--- config.mk ---
export PLATFORM = sky130hd
export DESIGN_NAME = tlul_host_arb
export DESIGN_NICKNAME = d
export VERILOG_FILES = /design/src/rtl/tlul_host_arb.sv
export SDC_FILE = /design/constraint.sdc
export NUM_CORES = 1
export LEC_CHECK = 0
export CAP_MARGIN = 15
export CORE_AREA = 2 2 163 165
export DETAILED_ROUTE_END_ITERATION = 10
export DIE_AREA = 0 0 165 167
export GPL_TIMING_DRIVEN = 0
export SLEW_MARGIN = 5
export SYNTH_ARGS = -nofsm -noshare
export SYNTH_HDL_FRONTEND = slang
export SYNTH_SLANG_ARGS = --single-unit
--- constraint.sdc ---
create_clock -name clk_i -period 2 [get_ports clk_i]
set_clock_uncertainty 0.2 [all_clocks]
set_input_delay 0.4 -clock clk_i [delete_from_list [all_inputs] [get_ports clk_i]]
set_output_delay 0.4 -clock clk_i [all_outputs]
set_load 0.1 [all_outputs]
--- src/rtl/tlul_host_arb.sv ---
// TL-UL types shared by the host arbiter and its neighbours, followed by the
// round-robin arbiter that multiplexes NUM_HOSTS hosts onto one device port.
package tlul_pkg;

  localparam logic [2:0] PutFullData    = 3'h0;
  localparam logic [2:0] PutPartialData = 3'h1;
  localparam logic [2:0] Get            = 3'h4;

  localparam logic [2:0] AccessAck      = 3'h0;
  localparam logic [2:0] AccessAckData  = 3'h1;

  typedef struct packed {
    logic        a_valid;
    logic [2:0]  a_opcode;
    logic [2:0]  a_param;
    logic [1:0]  a_size;
    logic [7:0]  a_source;
    logic [31:0] a_address;
    logic [3:0]  a_mask;
    logic [31:0] a_data;
    logic        d_ready;
  } tl_h2d_t;

  typedef struct packed {
    logic        d_valid;
    logic [2:0]  d_opcode;
    logic [2:0]  d_param;
    logic [1:0]  d_size;
    logic [7:0]  d_source;
    logic        d_sink;
    logic [31:0] d_data;
    logic        d_error;
    logic        a_ready;
  } tl_d2h_t;

endpackage

module tlul_host_arb #(
  parameter int unsigned NUM_HOSTS      = 2,
  parameter int unsigned TIMEOUT_CYCLES = 256,
  parameter int unsigned CNT_W          = $clog2(TIMEOUT_CYCLES + 1)
) (
  input  logic                                  clk_i,
  input  logic                                  rst_i,
  input  tlul_pkg::tl_h2d_t [NUM_HOSTS-1:0]     tl_h2d_host_i,
  output tlul_pkg::tl_d2h_t [NUM_HOSTS-1:0]     tl_d2h_host_o,
  output tlul_pkg::tl_h2d_t                     tl_h2d_dev_o,
  input  tlul_pkg::tl_d2h_t                     tl_d2h_dev_i,
  output logic [$clog2(NUM_HOSTS)-1:0]          grant_o,
  output logic                                  busy_o,
  output logic                                  timeout_err_o
);

  localparam int unsigned GW = $clog2(NUM_HOSTS);
  localparam logic [CNT_W-1:0] LIMIT = CNT_W'(TIMEOUT_CYCLES - 1);

  typedef enum logic [1:0] {
    IDLE,
    ADDR,
    RESP,
    ERR
  } state_e;

  state_e            state;
  logic [GW-1:0]     rr_ptr;
  logic [GW-1:0]     winner;
  logic [GW-1:0]     next_ptr;
  logic              found;
  int unsigned       idx;
  logic [CNT_W-1:0]  count;
  logic [2:0]        lat_op;
  logic [7:0]        lat_src;
  logic [1:0]        lat_size;
  logic              a_fire;
  logic              d_fire;
  tlul_pkg::tl_h2d_t gnt_req;

  assign gnt_req = tl_h2d_host_i[grant_o];

  // Scan starts at rr_ptr and wraps, so the last-served host ranks lowest.
  always_comb begin
    found  = 1'b0;
    winner = '0;
    idx    = 0;
    for (int unsigned i = 0; i < NUM_HOSTS; i++) begin
      idx = 32'(rr_ptr) + i;
      if (idx >= NUM_HOSTS) idx = idx - NUM_HOSTS;
      if (!found && tl_h2d_host_i[idx].a_valid) begin
        found  = 1'b1;
        winner = GW'(idx);
      end
    end
  end

  assign next_ptr = (32'(grant_o) == NUM_HOSTS - 1) ? '0 : grant_o + 1'b1;

  assign a_fire = (state == ADDR) && gnt_req.a_valid && tl_d2h_dev_i.a_ready;
  assign d_fire = (state == RESP) && tl_d2h_dev_i.d_valid && gnt_req.d_ready;

  // A handshake on the limit cycle takes precedence over the timeout.
  assign timeout_err_o = (state == RESP) && !d_fire && (count == LIMIT);
  assign busy_o        = (state != IDLE);

  always_ff @(posedge clk_i) begin
    if (rst_i) begin
      state    <= IDLE;
      rr_ptr   <= '0;
      grant_o  <= '0;
      count    <= '0;
      lat_op   <= '0;
      lat_src  <= '0;
      lat_size <= '0;
    end else begin
      case (state)
        IDLE: begin
          if (found) begin
            grant_o <= winner;
            state   <= ADDR;
          end
        end
        ADDR: begin
          if (a_fire) begin
            lat_op   <= gnt_req.a_opcode;
            lat_src  <= gnt_req.a_source;
            lat_size <= gnt_req.a_size;
            count    <= '0;
            state    <= RESP;
          end
        end
        RESP: begin
          if (d_fire) begin
            rr_ptr <= next_ptr;
            state  <= IDLE;
          end else if (count == LIMIT) begin
            state <= ERR;
          end else begin
            count <= count + 1'b1;
          end
        end
        ERR: begin
          if (gnt_req.d_ready) begin
            rr_ptr <= next_ptr;
            state  <= IDLE;
          end
        end
        default: state <= IDLE;
      endcase
    end
  end

  // Device d_ready stays high outside RESP so stray responses are sunk.
  always_comb begin
    tl_h2d_dev_o         = gnt_req;
    tl_h2d_dev_o.a_valid = (state == ADDR) && gnt_req.a_valid;
    tl_h2d_dev_o.d_ready = (state == RESP) ? gnt_req.d_ready : 1'b1;
  end

  always_comb begin
    for (int unsigned i = 0; i < NUM_HOSTS; i++) begin
      tl_d2h_host_o[i] = '0;
      if (GW'(i) == grant_o) begin
        case (state)
          ADDR: tl_d2h_host_o[i].a_ready = tl_d2h_dev_i.a_ready;
          RESP: begin
            tl_d2h_host_o[i]         = tl_d2h_dev_i;
            tl_d2h_host_o[i].a_ready = 1'b0;
          end
          ERR: begin
            tl_d2h_host_o[i].d_valid  = 1'b1;
            tl_d2h_host_o[i].d_error  = 1'b1;
            tl_d2h_host_o[i].d_data   = '1;
            tl_d2h_host_o[i].d_source = lat_src;
            tl_d2h_host_o[i].d_size   = lat_size;
            tl_d2h_host_o[i].d_opcode = (lat_op == tlul_pkg::Get) ?
                                        tlul_pkg::AccessAckData : tlul_pkg::AccessAck;
          end
          default: ;
        endcase
      end
    end
  end

endmodule

# Word-level counts from Yosys, hierarchy flattened
# Index checks and enable logic that the tools add are counted.
dict set report totals {
  ff_bits 26
  in_bits 226
  out_inout_bits 193
}
dict set report classes {
  n_addsub 5
  magnitude_cmp 5
  eq_ne 12
  n_mux 36
  n_reduce_logical 18
}
# cell count
set ops {}
lappend ops {{$mux W86} 6}
lappend ops {{$mux W52} 2}
lappend ops {{$pmux W33 S2} 1}
lappend ops {{$lt A32 B2 Y1 const B} 2}
lappend ops {{$mux W32} 2}
lappend ops {{$mux W9} 3}
lappend ops {{$pmux W10 S2} 1}
lappend ops {{$pmux W9 S2} 1}
lappend ops {{$ne A2 B2 Y1 const B} 6}
lappend ops {{$mux W1} 11}
lappend ops {{$mux W2} 5}
lappend ops {{$add A9 B1 Y9 const B} 1}
lappend ops {{$eq A9 B8 Y1 const B} 1}
lappend ops {{$pmux W2 S4} 1}
lappend ops {{$pmux W4 S2} 1}
lappend ops {{$reduce_and A4 Y1} 2}
lappend ops {{$logic_and A1 B1 Y1} 7}
lappend ops {{$reduce_bool A2 Y1} 3}
lappend ops {{$eq A2 B2 Y1 const B} 2}
lappend ops {{$reduce_and A2 Y1} 2}
lappend ops {{$eq A3 B3 Y1 const B} 1}
lappend ops {{$mux W3} 1}
lappend ops {{$ne A3 B2 Y1 const B} 1}
lappend ops {{$reduce_and A3 Y1} 1}
lappend ops {{other kinds (11)} 12}

# Logic depth before layout (Yosys ltp)
# Gate-level depths: netlist (run 1).
dict set report logic_depth {
  depth_word 10
  ltp_mapped 9
  ltp_nobuf 8
}

# Least setup slack after synthesis (run 1)
# Ideal clock, no wire load.
dict set report synth_timing {
  path_type {flip-flop to output port}
  startpoint {register grant_o}
  endpoint {output port tl_h2d_dev_o[85] in the netlist's numbering}
  arrival_ps 3705
  slack_ps -2305
  path_stages_with_launch 5
  path_cell_list {dfxtp_1 > buf_6 > mux2i_4 > clkbuf_1 > nor3b_1}
}
# element line
set synth_lines {}
lappend synth_lines {{start: declaration} 49} ;# output logic [$clog2(NUM_HOSTS)-1:0] grant_o,
lappend synth_lines {{start signal: assignment} 117} ;# grant_o <= winner;
lappend synth_lines {{end: declaration} 47} ;# output tlul_pkg::tl_h2d_t tl_h2d_dev_o,

# Worst setup path after layout (run 1)
dict set report layout_timing {
  startpoint {register count[1]}
  endpoint {output port timeout_err_o}
}
dict set report layout_via {
  elab_chain_len 2
}
# element line
set layout_lines {}
lappend layout_lines {{start: declaration} 70} ;# logic [CNT_W-1:0] count;
lappend layout_lines {{start signal: assignment} 137} ;# count <= count + 1'b1;
lappend layout_lines {{$eq A9 B8 Y1} 101} ;# assign timeout_err_o = (state == RESP) && !d_fire && (count == LIMIT);
lappend layout_lines {{$logic_and A1 B1 Y1} 101}
lappend layout_lines {{end: declaration} 51} ;# output logic timeout_err_o
# Every way passes these cells.

==> run_results.csv, run 1 <==
group,metric,value,unit
timing,final-hold-violation-count,0,
grt,grt_pass1_wl,29900,um
hold_path,hp-class,"flip-flop to flip-flop",
grt,grt_use_total,0.142,
clock_tree,cts.path.max_buffers,2,
grt,grt_pass1_vias,4841,
detailed_routing,wl_met1,9330,um
detailed_routing,wl_met2,13000,um
die,die-height,167,um
worst_setup_path,worstRegToRegCells,11,
timing,setup_violations,202,
status,violations,"setup timing",
hold_path,worstHoldStart,"count[5]$_SDFFE_PP0P_",
detailed_routing,drt_iter0_drc,132,
worst_setup_path,crit_type,"flip-flop to output port",
finish,layout-drive-gt1-share,0.635,
clock_tree,clkTransAtPathRegs,70,ps
die,rows,59,
worst_setup_path,regToRegEndpoint,"state[0]$_SDFFE_PP0P_",
pwr,combPwrFrac,0.786,
logic_synthesis,syn_inst,399,
clock_tree,clk_latency,270,ps
flow_run,drv_cap,0,
pwr,ir_drop,0.000278,V
pwr,swShare,0.489,
logic_synthesis,yosysSeqAreaShare,0.178,
die,io_pins,419,
detailed_routing,final_antenna_net_count,0,
clock_tree,htree_levels,1,
finish,fillers,2257,
die,coreArea,25800,sq um
detailed_routing,vias_per_cell,4.07,
timing,period_minus_slack,2310,ps
die,start_util,0.114,
grt,antenna_found_initial,0,
hold_path,min_to,"count[5]$_SDFFE_PP0P_",
worst_setup_path,worstPathArrival,1710,ps
die,die_w,165,um
logic_synthesis,ys_seq_elements,26,
timing,fmax,432,MHz
detailed_routing,firstDrtPassIters,4,
detailed_routing,drc,0,
pwr,power.leakage,0.00481,uW
placed_design,port_buffers,418,
finish,area_growth,321,%
timing,worstMarginPinSlew,998,ps
logic_synthesis,netlist_area,2930,sq um
timing,rsz0062_at_grt,"yes",
logic_synthesis,avgSynthCellArea,7.34,sq um
detailed_routing,drt_wl_total,23900,um
pwr,p_sw,2580,uW
clock_tree,cts_tree,"done",
grt,grt_overflow,0,
logic_synthesis,ys_warn_count,0,
worst_setup_path,end_kind,"output port",
worst_setup_path,worst_r2r_startpoint,"count[1]$_SDFFE_PP0P_",
logic_synthesis,synth_flop_cell,"dfxtp_1",
status,status,"finished with violations",
finish,fin_nets,1123,
pwr,powerDensity,429,nW/um^2
timing,drv_slew,0,
worst_setup_path,worstPathRequired,1400,ps
detailed_routing,wl_per_cell,19.5,um
pwr,power.share.sequential,0.107,
logic_synthesis,synth-edff-count,0,
die,die_area,27600,sq um
clock_tree,clock_sinks,26,
worst_setup_path,crit_fanout,2,
timing,setup_ws,-315,ps
grt,grt_max_degree,16,
detailed_routing,top_layer_used,"met4",
finish,antenna_cells,0,
logic_synthesis,syn_nets,627,
logic_synthesis,synth.distinct_cells,43,
worst_setup_path,start_kind,"flip-flop",
finish,postLayoutCoreUtil,0.478,
logic_synthesis,async_flop_share,0,
detailed_routing,dr_wl_met3,1380,um
timing,tns,-39990,ps
placed_design,dp_hpwl,16700,um
clock_tree,clock-root-buffer,"clkbuf_16",
clock_tree,cts_buffers,3,
timing,relSlewSlack,0.337,
placed_design,place.gp.congestion,0.753,
finish,multiInputGateArea,3740,sq um
worst_setup_path,reg2reg_slack,-260,ps
pwr,power_frac_clock,0.106,
finish,seq_area,543,sq um
timing,fin_crit_sh,1.16,
hold_path,hold_depth,1,
detailed_routing,vias,4996,
pwr,cellInternalPower,2700,uW
-- synth_stat cells, types with 2 or more instances --
| cell type | number | share of area |
|---|---|---|
| inv_1 | 3 | 0.0038 |
| nand3_1 | 2 | 0.0034 |
| and2_1 | 2 | 0.0043 |
| and3_1 | 14 | 0.030 |
| mux2_2 | 84 | 0.32 |
| a21oi_1 | 5 | 0.0085 |
| clkbuf_1 | 19 | 0.024 |
| or3_1 | 2 | 0.0043 |
| buf_2 | 12 | 0.021 |
| o21ai_0 | 3 | 0.0051 |
| mux2i_1 | 11 | 0.038 |
| nor2b_1 | 2 | 0.0043 |
| nor2_1 | 143 | 0.18 |
| a31oi_1 | 5 | 0.011 |
| nor3_1 | 28 | 0.048 |
| dfxtp_1 | 26 | 0.18 |
| nand2b_1 | 3 | 0.0064 |
| nand2_1 | 9 | 0.012 |
| ha_1 | 2 | 0.0085 |
-- kinds of logic after synthesis --
family          after synthesis  share of synthesized area
fa+ha+maj                     2                    0.00854
mux                          97                      0.373
flops                        26                      0.178
xor+xnor                      1                    0.00299
buf+inv                      36                     0.0538
compound gates               24                     0.0662
simple gates                213                      0.317
-- metrics by stage --
stage / cells / hold slack, ps / cell area, sq um / total power [uW] / setup WS [ps]
3_5_place_dp: 1152 / 280 / 8890 / 3770 / -1660
6_report: 1229 / 296 / 12300 / 5280 / -315
5_1_grt: 1229 / 326 / 12300 / 5440 / -370
2_1_floorplan: 399 / 248 / 4280 / 2850 / -426
4_1_cts: 1180 / 292 / 10600 / 4720 / -298
3_3_place_gp: 1152 / 269 / 8890 / 3760 / -1630
-- cell usage in the layout (no fill, tap or decap), types with 4 or more instances in the layout --
master	synthesis	layout
a21oi_1	5	4
and3_4	0	13
buf_12	0	203
buf_4	0	41
buf_6	1	24
buf_8	0	5
clkbuf_16	0	23
clkdlybuf4s50_1	0	221
dfxtp_1	26	18
dfxtp_4	0	5
mux2_4	1	85
mux2i_4	1	7
nand2_1	9	6
nor2_1	143	23
nor2_2	1	25
nor2_4	0	96
nor3_1	28	26
-- cell type report --
type	count	area share
Multi-Input combinational cell	338	0.304
Sequential cell	26	0.0441
Buffer	31	0.0473
Tap cell	335	0.0340
Clock buffer	4	0.00813
Timing Repair Buffer	492	0.562
Inverter	3	0.00122
-- state kept, by name, indices dropped and copies added (netlist names) --
register  count
rr_ptr        1
state         2
grant_o       1
count         9
lat_src       8
lat_op        3
lat_size      2
-- what timing repair did --
item | in CTS | in global routing
gates resized for setup | 1585 | 309
hold buffers | 0 | 0
buffers inserted | 22 | 33
setup endpoints to repair | 214 | 214
gates cloned | 3 | 17
pin swaps | 11 | 26
-- critical path, stage by stage, from the launching register on --
cell	delay [ps]
dfxtp_4	360
ha_4	150
nand3_4	90
nor2_4	110
and3_4	210
ha_4	150
nand2_4	50
a21oi_4	140
buf_12	190
-- worst max path at each step --
| stage | slack [ps] | from | cells after the start | endpoint |
|---|---|---|---|---|
| 2_1_floorplan | -430 | grant_o$_SDFFE_PP0P_ | 4 | tl_h2d_dev_o[85] |
| 3_3_place_gp | -1630 | state[0]$_SDFFE_PP0P_ | 6 | tl_d2h_host_o[56] |
| 3_5_place_dp | -1660 | state[0]$_SDFFE_PP0P_ | 6 | tl_d2h_host_o[56] |
| 4_1_cts | -300 | grant_o$_SDFFE_PP0P_ | 3 | tl_h2d_dev_o[84] |
| 5_1_grt | -370 | count[1]$_SDFFE_PP0P_ | 8 | timeout_err_o |
| 6_report | -310 | count[1]$_SDFFE_PP0P_ | 8 | timeout_err_o |
-- power by group through the flow --
stage	clock network, uW	registers [uW]	logic [uW]
after floorplan	0	573	2270
after global placement	0	565	3190
after detailed placement	0	566	3200
after CTS	571	567	3580
after global routing	592	572	4280
final	560	568	4150
-- routing by layer --
layer	track usage	up-vias
met4	0.0163	0
met3	0.0242	18
met1	0.171	2394
met2	0.268	208
li1	-	2376
met5	0	-
Power figures use the tool's default switching activity.
==> inputs of run 2 (changes only) <==
CAP_MARGIN = not set   (was 15)
==> results of run 2 <==
The final DEF is identical to that of run 1; final timing and power are the same.
==> inputs of run 3 (changes only) <==
TNS_END_PERCENT = 30   (was not set)
==> run 3 against run 2 <==
Effect of this change: the flow still finishes with violations (setup timing); core utilization shrank 3.5 points; sequential power rose by 0.9%; cell count shrank 2.1%; critical path type unchanged; critical endpoint is now tl_h2d_dev_o[41].
==> run_results.csv, run 3 (synthesized netlist as in run 1, its figures left out) <==
group,metric,value,unit
clock_tree,clkTransAtPathRegs,70,ps
detailed_routing,final_antenna_net_count,0,
hold_path,hp-class,"flip-flop to flip-flop",
timing,setup_violations,197,
finish,area_growth,290,%
placed_design,pre_cts_slack,-1570,ps
die,coreArea,25800,sq um
clock_tree,cts_tree,"done",
timing,fmax,438,MHz
grt,grt_pass1_vias,5172,
detailed_routing,firstDrtPassIters,4,
die,io_pins,419,
die,die_w,165,um
detailed_routing,vias,4885,
status,violations,"setup timing",
grt,grt_max_degree,15,
clock_tree,htree_levels,1,
die,rows,59,
die,die_area,27600,sq um
worst_setup_path,end_kind,"output port",
timing,whs,295,ps
timing,worstMarginPinSlew,973,ps
timing,fin_crit_sh,1.14,
detailed_routing,vias_per_cell,4.06,
clock_tree,clock-root-buffer,"clkbuf_16",
flow_run,drv_cap,0,
clock_tree,clk_latency,260,ps
finish,largest_reg_flops,9,
finish,top_regs,"count: 9 flops, lat_src: 8 flops, lat_op: 3 flops",
timing,rsz0062_at_grt,"yes",
finish,fillers,2322,
detailed_routing,drc,0,
die,die-height,167,um
timing,drv_slew,0,
hold_path,hold_depth,1,
timing,period_minus_slack,2280,ps
placed_design,dp_hpwl,16500,um
worst_setup_path,worstRegToRegCells,11,
grt,grt_use_total,0.146,
finish,antenna_cells,0,
grt,antenna_found_initial,0,
finish,fin_nets,1097,
pwr,power.leakage,0.00435,uW
die,start_util,0.114,
finish,top_register,"count",
detailed_routing,drt_iter0_drc,147,
finish,layout_common_cells,"clkdlybuf4s50_1 (220), buf_12 (151), nor2_4 (94)",
placed_design,port_buffers,418,
grt,grt_overflow,0,
placed_design,place.gp.congestion,0.817,
status,status,"finished with violations",
timing,final-hold-violation-count,0,
clock_tree,clock_sinks,26,
timing,relSlewSlack,0.354,
worst_setup_path,worstPathArrival,1680,ps
clock_tree,cts_buffers,3,
worst_setup_path,worstPathRequired,1400,ps
pwr,powerDensity,423,nW/um^2
worst_setup_path,crit_fanout,6,
detailed_routing,drt_wl_total,22900,um
worst_setup_path,crit_type,"flip-flop to output port",
clock_tree,cts_hold_buf,0,
clock_tree,cts.path.max_buffers,2,
timing,setup_ws,-283,ps
finish,layout-drive-gt1-share,0.613,
timing,tns,-38570,ps
pwr,ir_drop,0.000370,V
grt,grt_pass1_wl,30900,um
detailed_routing,wl_per_cell,19.1,um
worst_setup_path,start_kind,"flip-flop",
finish,final_common_cell,"clkdlybuf4s50_1",
==> run 3: area by class of cell <==
| type | instances | area (sq um) | area share |
|---|---|---|---|
| tap | 335 | 419 | 0.0367 |
| inverter | 3 | 15.0 | 0.00132 |
| sequential | 26 | 539 | 0.0472 |
| clock buffer | 3 | 75.1 | 0.00658 |
| multi-input combinational | 339 | 3490 | 0.306 |
| clock inverter | 1 | 3.75 | 0.000329 |
| timing repair buffer | 465 | 6300 | 0.552 |
| buffer | 31 | 569 | 0.0499 |
==> run 3: routing by layer <==
metal | up-vias | track usage | wire [um]
met5 | - | 0 | 0
met4 | 0 | 0.0113 | 136
met3 | 8 | 0.0279 | 1540
met2 | 215 | 0.277 | 12300
met1 | 2332 | 0.174 | 8960
li1 | 2330 | - | -
==> run 3: power by group <==
| part | switching [uW] | internal (uW) |
|---|---|---|
| sequential | 33.4 | 540 |
| clock | 180 | 268 |
| combinational | 2270 | 1540 |
==> run 3: worst paths after layout <==
check,from,to,slack (ps)
max,grant_o$_SDFFE_PP0P_,tl_h2d_dev_o[41],-280
min,count[5]$_SDFFE_PP0P_,count[5]$_SDFFE_PP0P_,290
max reg2reg,count[1]$_SDFFE_PP0P_,state[0]$_SDFFE_PP0P_,-220
min reg2reg,count[5]$_SDFFE_PP0P_,count[5]$_SDFFE_PP0P_,290
==> run 3: stage by stage <==
stage	power, uW	cells	util	area (sq um)
after detailed placement	3620	1152	0.328	8440
after global routing	4990	1203	0.443	11400
after CTS	4480	1184	0.399	10300
after floorplan	2690	399	-	3840
after global placement	3610	1152	0.328	8440
final	4820	1203	0.443	11400
==> run 3: what timing repair did <==
item	4_1_cts	5_1_grt
gates cloned	9	11
endpoints found under the setup margin	214	214
pin swaps	20	16
gates resized for setup	1608	252
buffers inserted	20	11
==> run 3: worst max-delay path, cell delays in order (launching register included) <==
cell       delay (ps)
dfxtp_4           380
buf_12            150
clkbuf_16         190
clkbuf_16         170
mux2_2            340
buf_6             190
